File: src/rtl/mem_port_arbiter.sv
// Shares one memory port between instruction fetch and load/store.
// One outstanding transaction; data has priority, with a streak limit that forces fetch through.
module mem_port_arbiter #(
    parameter int AW           = 32,
    parameter int DW           = 32,
    parameter int STARVE_LIMIT = 4
) (
    input  logic          clk,
    input  logic          rst_n,
    input  logic          if_req,
    input  logic [AW-1:0] if_addr,
    output logic          if_gnt,
    output logic          if_rvalid,
    output logic [DW-1:0] if_rdata,
    input  logic          d_req,
    input  logic          d_we,
    input  logic [3:0]    d_be,
    input  logic [AW-1:0] d_addr,
    input  logic [DW-1:0] d_wdata,
    output logic          d_gnt,
    output logic          d_rvalid,
    output logic [DW-1:0] d_rdata,
    output logic          mem_req,
    output logic          mem_we,
    output logic [3:0]    mem_be,
    output logic [AW-1:0] mem_addr,
    output logic [DW-1:0] mem_wdata,
    input  logic          mem_gnt,
    input  logic          mem_rvalid,
    input  logic [DW-1:0] mem_rdata,
    output logic          busy,
    output logic          err_spurious
);

    typedef enum logic [1:0] {
        S_IDLE = 2'd0,
        S_REQ  = 2'd1,
        S_WAIT = 2'd2
    } state_t;

    localparam logic [3:0] LIMIT = 4'(STARVE_LIMIT);

    state_t        state_q, state_d;
    logic          own_d_q, own_d_d;
    logic [3:0]    streak_q, streak_d;
    logic          err_q, err_d;
    logic [DW-1:0] if_rdata_q, if_rdata_d;
    logic [DW-1:0] d_rdata_q, d_rdata_d;

    logic issue;
    logic sel_d;
    logic resp;

    always_comb begin
        state_d    = state_q;
        own_d_d    = own_d_q;
        streak_d   = streak_q;
        err_d      = err_q | (mem_rvalid && (state_q != S_WAIT));
        if_rdata_d = if_rdata_q;
        d_rdata_d  = d_rdata_q;
        issue      = 1'b0;
        sel_d      = own_d_q;
        resp       = 1'b0;
        mem_req    = 1'b0;
        mem_we     = 1'b0;
        mem_be     = 4'h0;
        mem_addr   = '0;
        mem_wdata  = '0;
        if_gnt     = 1'b0;
        d_gnt      = 1'b0;
        if_rvalid  = 1'b0;
        d_rvalid   = 1'b0;

        unique case (state_q)
            S_IDLE: begin
                if (d_req && (!if_req || (streak_q < LIMIT))) begin
                    sel_d = 1'b1;
                    issue = 1'b1;
                end else if (if_req) begin
                    sel_d = 1'b0;
                    issue = 1'b1;
                end
                if (issue) begin
                    own_d_d = sel_d;
                    state_d = mem_gnt ? S_WAIT : S_REQ;
                end
            end
            S_REQ: begin
                issue = 1'b1;
                if (mem_gnt) state_d = S_WAIT;
            end
            S_WAIT: begin
                resp = mem_rvalid;
                if (mem_rvalid) state_d = S_IDLE;
            end
            default: state_d = S_IDLE;
        endcase

        // Outputs are forced quiet while reset is held so an aborted transfer never leaks.
        issue = issue & rst_n;
        resp  = resp & rst_n;

        if (issue) begin
            mem_req = 1'b1;
            if (sel_d) begin
                mem_we    = d_we;
                mem_be    = d_be;
                mem_addr  = d_addr;
                mem_wdata = d_wdata;
            end else begin
                mem_be   = 4'hF;
                mem_addr = if_addr;
            end
            if (mem_gnt) begin
                if (sel_d) begin
                    d_gnt = 1'b1;
                    if (!if_req)               streak_d = 4'd0;
                    else if (streak_q != 4'hF) streak_d = streak_q + 4'd1;
                end else begin
                    if_gnt   = 1'b1;
                    streak_d = 4'd0;
                end
            end
        end

        if (resp) begin
            if (own_d_q) begin
                d_rvalid  = 1'b1;
                d_rdata_d = mem_rdata;
            end else begin
                if_rvalid  = 1'b1;
                if_rdata_d = mem_rdata;
            end
        end
    end

    always_ff @(posedge clk or negedge rst_n) begin
        if (!rst_n) begin
            state_q    <= S_IDLE;
            own_d_q    <= 1'b0;
            streak_q   <= 4'd0;
            err_q      <= 1'b0;
            if_rdata_q <= '0;
            d_rdata_q  <= '0;
        end else begin
            state_q    <= state_d;
            own_d_q    <= own_d_d;
            streak_q   <= streak_d;
            err_q      <= err_d;
            if_rdata_q <= if_rdata_d;
            d_rdata_q  <= d_rdata_d;
        end
    end

    assign if_rdata     = if_rvalid ? mem_rdata : if_rdata_q;
    assign d_rdata      = d_rvalid ? mem_rdata : d_rdata_q;
    assign busy         = (state_q != S_IDLE);
    assign err_spurious = err_q;

endmodule

File: config.mk
export PLATFORM = sky130hd
export DESIGN_NAME = mem_port_arbiter
export DESIGN_NICKNAME = d
export VERILOG_FILES = /design/src/rtl/mem_port_arbiter.sv
export SDC_FILE = /design/constraint.sdc
export NUM_CORES = 1
export LEC_CHECK = 0
export BUFFER_PORTS_ARGS = -buffer_cell sky130_fd_sc_hd__buf_2
export CAP_MARGIN = 20
export CORE_AREA = 2 2 108 110
export DETAILED_ROUTE_END_ITERATION = 16
export DIE_AREA = 0 0 110 112
export MAX_ROUTING_LAYER = met4
export PLACE_DENSITY_LB_ADDON = 0.2
export SLEW_MARGIN = 20
export SYNTH_ARGS = -nofsm -noshare
export SYNTH_HDL_FRONTEND = slang
export SYNTH_SLANG_ARGS = --single-unit
export TNS_END_PERCENT = 20
File: constraint.sdc
create_clock -name clk -period 1.75 [get_ports clk]
set_input_delay 0.35 -clock clk [delete_from_list [all_inputs] [get_ports clk]]
set_output_delay 0.35 -clock clk [all_outputs]
set_load 0.1 [all_outputs]
Yosys cells after proc, flatten, opt, wreduce, memory -nomap -nowiden
Cells that the tools add are included. Widths: inputs -> output; s select.

$add $sub $neg: 1. Order comparisons: 1. Eq/ne operators: 8. Muxes and demuxes: 37. Bitwise gates (word level): 4. Reductions and logical operators: 11.

Operator list (count): $mux 32 (6); $mux 1 (20); $mux 4 (5); $mux 2 (4); $ne 2x2->1 const B (4); $pmux 2 s3 (1); $reduce_and 2->1 (3); $reduce_and 3->1 (2); $add 4x1->4 const B (1); $lt 4x3->1 const B (1); $ne 4x4->1 const B (1); $ne 3x2->1 const B (1); $and 1x1->1 (2); $eq 2x1->1 const B (1); $eq 2x2->1 const B (1); $logic_and 1x1->1 (2); $logic_not 2->1 (1); $pmux 1 s2 (1); $reduce_bool 2->1 (1); $logic_not 1->1 (1); $logic_or 1x1->1 (1); $not 1->1 (1); $or 1x1->1 (1).

Register bits after elaboration: 72. Input port bits: 139. Output and inout bits: 140. Logic and storage cells: 68.

Logic depth before layout (Yosys ltp)
Depth in word-level cells: 8. Depth in mapped cells: 7. Gate-level depth less buffers: 5.

Worst setup path before layout
OpenSTA, ideal clock, no wires.

Path kind: flip-flop to output port. From: reg state_q[1]. To: out mem_addr[14]. Arrival time: 3.456 ns. Required time: 1.400 ns. Setup slack: -2.056 ns. Stages on the path, launching flop included: 8. Buffers on the path: 2. Cells stage by stage: dfrtp_1 > nor2_1 > mux2_4 > nand2_4 > inv_2 > buf_6 > buf_6 > o21ai_0.

Cells in the longest elaborated chain, start to end: 4. Elaborated cells between the ends (all ways): 7. Those cells by class: 1 x eq/ne; 4 x mux; 1 x bitwise; 1 x reduce/logical.

RTL lines: start, declared (RTL line 43) `state_t state_q, state_d;`; start signal, assigned (RTL line 146) `state_q <= state_d;`; $eq 2x1->1 / $logic_not 2->1 (equally long branches) (RTL line 74) `unique case (state_q)`; $pmux 1 s2 / $mux 1 (equally long branches) (RTL line 74); $and 1x1->1 / $mux 32 (equally long branches) (RTL line 100, 105); $mux 32 (*) (RTL line 103) `if (issue) begin`; end, declared (RTL line 26) `output logic [AW-1:0] mem_addr,`.

Every way passes the cells marked *; elsewhere a longest branch is shown, timed or not.

Final worst setup path
From: reg state_q[0]. To: out mem_addr[31].

The elaborated chain is that of the path after synthesis.

==> results.cfg <==
[outcome]
outcome = complete, but fails checks
failed_checks = setup timing

[route]
ant_nets = 0
vias = 4203
topRoutingLayerUsed = met4
post_drt_wl_per_cell_um = 20.94
wl_met2_um = 9164
dr_wl_met3_um = 1054
routed_wl_um = 16860
wl_met1_um = 6038
viasPerCell = 5.221
drt_iter0_markers = 231
first_pass_iters = 4
remaining_drc_errors = 0

[timing]
fin_crit_ns = 2.467
hold_slack_ns = 0.3115
max_freq_mhz = 405.3
setup_slack_ns = -0.7174
rsz0062_at_grt = yes
report.final.hold_viol_count = 0
finalSetupViolCount = 140
final.setup.tns_ns = -86.68
layout_worst_path_cycle_share = 1.410
tightest_slew_ns = 0.8946
slew-limit-headroom = 0.4036
finClkSkew_ns = 0.005814
finalMaxSlewViolations = 0

[logic_synthesis]
ys_seq_elements = 72
synth_cells = 343
yosys_most_used_dff = dfrtp_1
ys_seq_area_frac = 0.4680
syn-num-nets = 483
avgSynthCellArea_um2 = 11.22
synth_area_um2 = 3850
ys_types = 34
ys_warn_count = 0
synthArstFlopShare = 1.000
synth_edf_count = 0

[worst_setup_path]
worst_setup_path_start_kind = flop
cp-end-kind = output port
r2r_end = streak_q[0]$_DFFE_PN0P_
r2r-start = state_q[0]$_DFFE_PN0P_
crit_type = flop to output port
r2r_slack_ns = -0.04
critPathSlowestCell = dfrtp_1
cp.required_ns = 1.40
reg2reg_depth = 9
cp-startpoint = state_q[0]$_DFFE_PN0P_
cp.arrival_ns = 2.12
critical_path.cell_chain = buf_6, nor3_4, buf_6, nor3b_4, buf_4, clkbuf_16, buf_4, nand2_1, o21ai_4, buf_12
slowest_delay_ns = 0.38
crit_fanout = 6

[flow_run]
maxCapViolCount = 0

[place]
gp_congestion = 0.8141
dp_hpwl_um = 11400
numPortBuffers = 278
dp_cells = 770

[final_layout]
layout_commonest_cell = buf_12
layout_common_cells = buf_12, buf_2, dfrtp_1, mux2_4, nand4_1
drive_gt1_frac = 0.7652
layoutNonFillerInstCount = 805
syn_to_final_growth_pct = 137.6
layout.nets = 795
fillerInstances = 565

[hold_path]
holdPathStages = 2
min_from = mem_rdata[5]
hold_class = input port to flop
min_to = if_rdata_q[5]$_DFFE_PN0P_

[global_route]
grt_pass1_vias = 4504
antenna_found_initial = 2
track_usage = 0.2682
grt_max_degree = 73
grt-ovfl-total = 0
grt_pass1_wl_um = 24400

[clock_network]
cts_tree = built
clk_latency_ns = 0.33
clock_path_buffers = 2
numCtsBuffers = 9
cts_root_buf = clkbuf_16
cts.sinks = 72
clk_pin_slew_ns = 0.06
cts_hold_buf = 0
htreeDepth = 3

[pwr]
ir_drop_v = 0.001903
p_leak_nw = 4.224
powerDensity_nw_per_um2 = 2220

[die]
fp.dieW_um = 110
num_rows = 39
fp.coreArea_um2 = 11170
num_io_pins = 279
start_util = 0.3445
fp.dieArea_um2 = 12320
dieHeight_um = 112
[sequential cells by signal, summed over array words and instances (netlist names)]
register      count
err_spurious      1
streak_q          4
if_rdata_q       32
d_rdata_q        32
state_q           2
own_d_q           1
[cell families (layout without fill, tap and decap cells)]
logic type | count (synthesis) | count (layout) | share of synthesized area
AO/OA/AOI/OAI | 50 | 50 | 0.07800
adder cells (fa/ha/maj) | 1 | 1 | 0.003249
buffers and inverters | 38 | 355 | 0.06109
flip-flops | 72 | 72 | 0.4680
multiplexers | 65 | 65 | 0.2194
other | 0 | 2 | 0
AND/OR/NAND/NOR | 117 | 117 | 0.1703
[where the power goes]
part | switching (mW) | leakage, nW | internal, mW | total (mW)
logic | 9.74 | 3.19 | 5.64 | 15.4
clock network | 0.759 | 0.169 | 1.41 | 2.17
registers | 0.317 | 0.867 | 2.44 | 2.76
[worst max-delay path by stage]
stage	depth (start not counted)	end	slack, ns
final	10	mem_addr[31]	-0.72
after CTS	9	mem_addr[8]	-0.66
after global routing	10	mem_addr[31]	-0.80
after global placement	5	d_rdata[2]	-0.33
after floorplan	7	mem_addr[14]	-0.49
after detailed placement	5	d_rdata[12]	-0.37
[metrics by stage]
| stage | util | setup WS, ns | total power, mW | cell area [um^2] |
|---|---|---|---|---|
| floorplan | - | -0.4861 | 12.11 | 4400 |
| global placement | 0.7324 | -0.3321 | 17.18 | 8184 |
| detailed placement | 0.7324 | -0.3651 | 17.39 | 8184 |
| CTS | 0.7903 | -0.6629 | 20.06 | 8831 |
| global route | 0.8185 | -0.8030 | 20.85 | 9146 |
| finish | 0.8185 | -0.7174 | 20.31 | 9146 |
[final cells by class]
type                            count  area, um^2  share of cell area
Antenna cell                        2       5.005           0.0005472
Clock buffer                        9       225.2             0.02462
Clock inverter                      7       126.4             0.01382
Inverter                            5       26.28            0.002873
Multi-Input combinational cell    233        2549              0.2787
Sequential cell                    72        1803              0.1971
Tap cell                          143       178.9             0.01956
Timing Repair Buffer              334        4233              0.4628
[synth_stat cells (2+ instances only)]
| cell type | count | area, um^2 |
|---|---|---|
| nor2_1 | 2 | 7.510 |
| buf_2 | 5 | 25.02 |
| a41oi_1 | 2 | 17.52 |
| mux2_2 | 35 | 394.1 |
| o21ai_0 | 34 | 170.2 |
| buf_12 | 3 | 60.06 |
| inv_1 | 4 | 15.01 |
| and3_1 | 37 | 231.5 |
| nor3_1 | 2 | 10.01 |
| mux2_4 | 30 | 450.4 |
| dfrtp_1 | 72 | 1802 |
| clkbuf_1 | 19 | 71.32 |
| o21a_1 | 4 | 30.03 |
| nand4_1 | 33 | 206.5 |
| buf_6 | 5 | 56.30 |
| nand2_1 | 35 | 131.4 |
| a31oi_1 | 4 | 25.02 |
[metal layers]
metal	up-vias	GRT usage
li1	1876	-
met1	2082	0.2917
met2	212	0.4699
met3	33	0.04391
met4	0	0.1215
met5	-	-
[timing repair]
action | 4_1_cts | 5_1_grt
pin swaps | 25 | 9
setup endpoints to repair | 139 | 141
resized for setup | 49 | 34
setup buffers | 4 | 4
gates cloned | 3 | 6
[critical path: cells and delay by family (launching register included)]
| kind | cells | cell delay, ns |
|---|---|---|
| flops | 1 | 0.38 |
| buf+inv | 6 | 0.87 |
| compound gates | 1 | 0.17 |
| simple gates | 3 | 0.36 |
(Power assumes the default switching activity.)
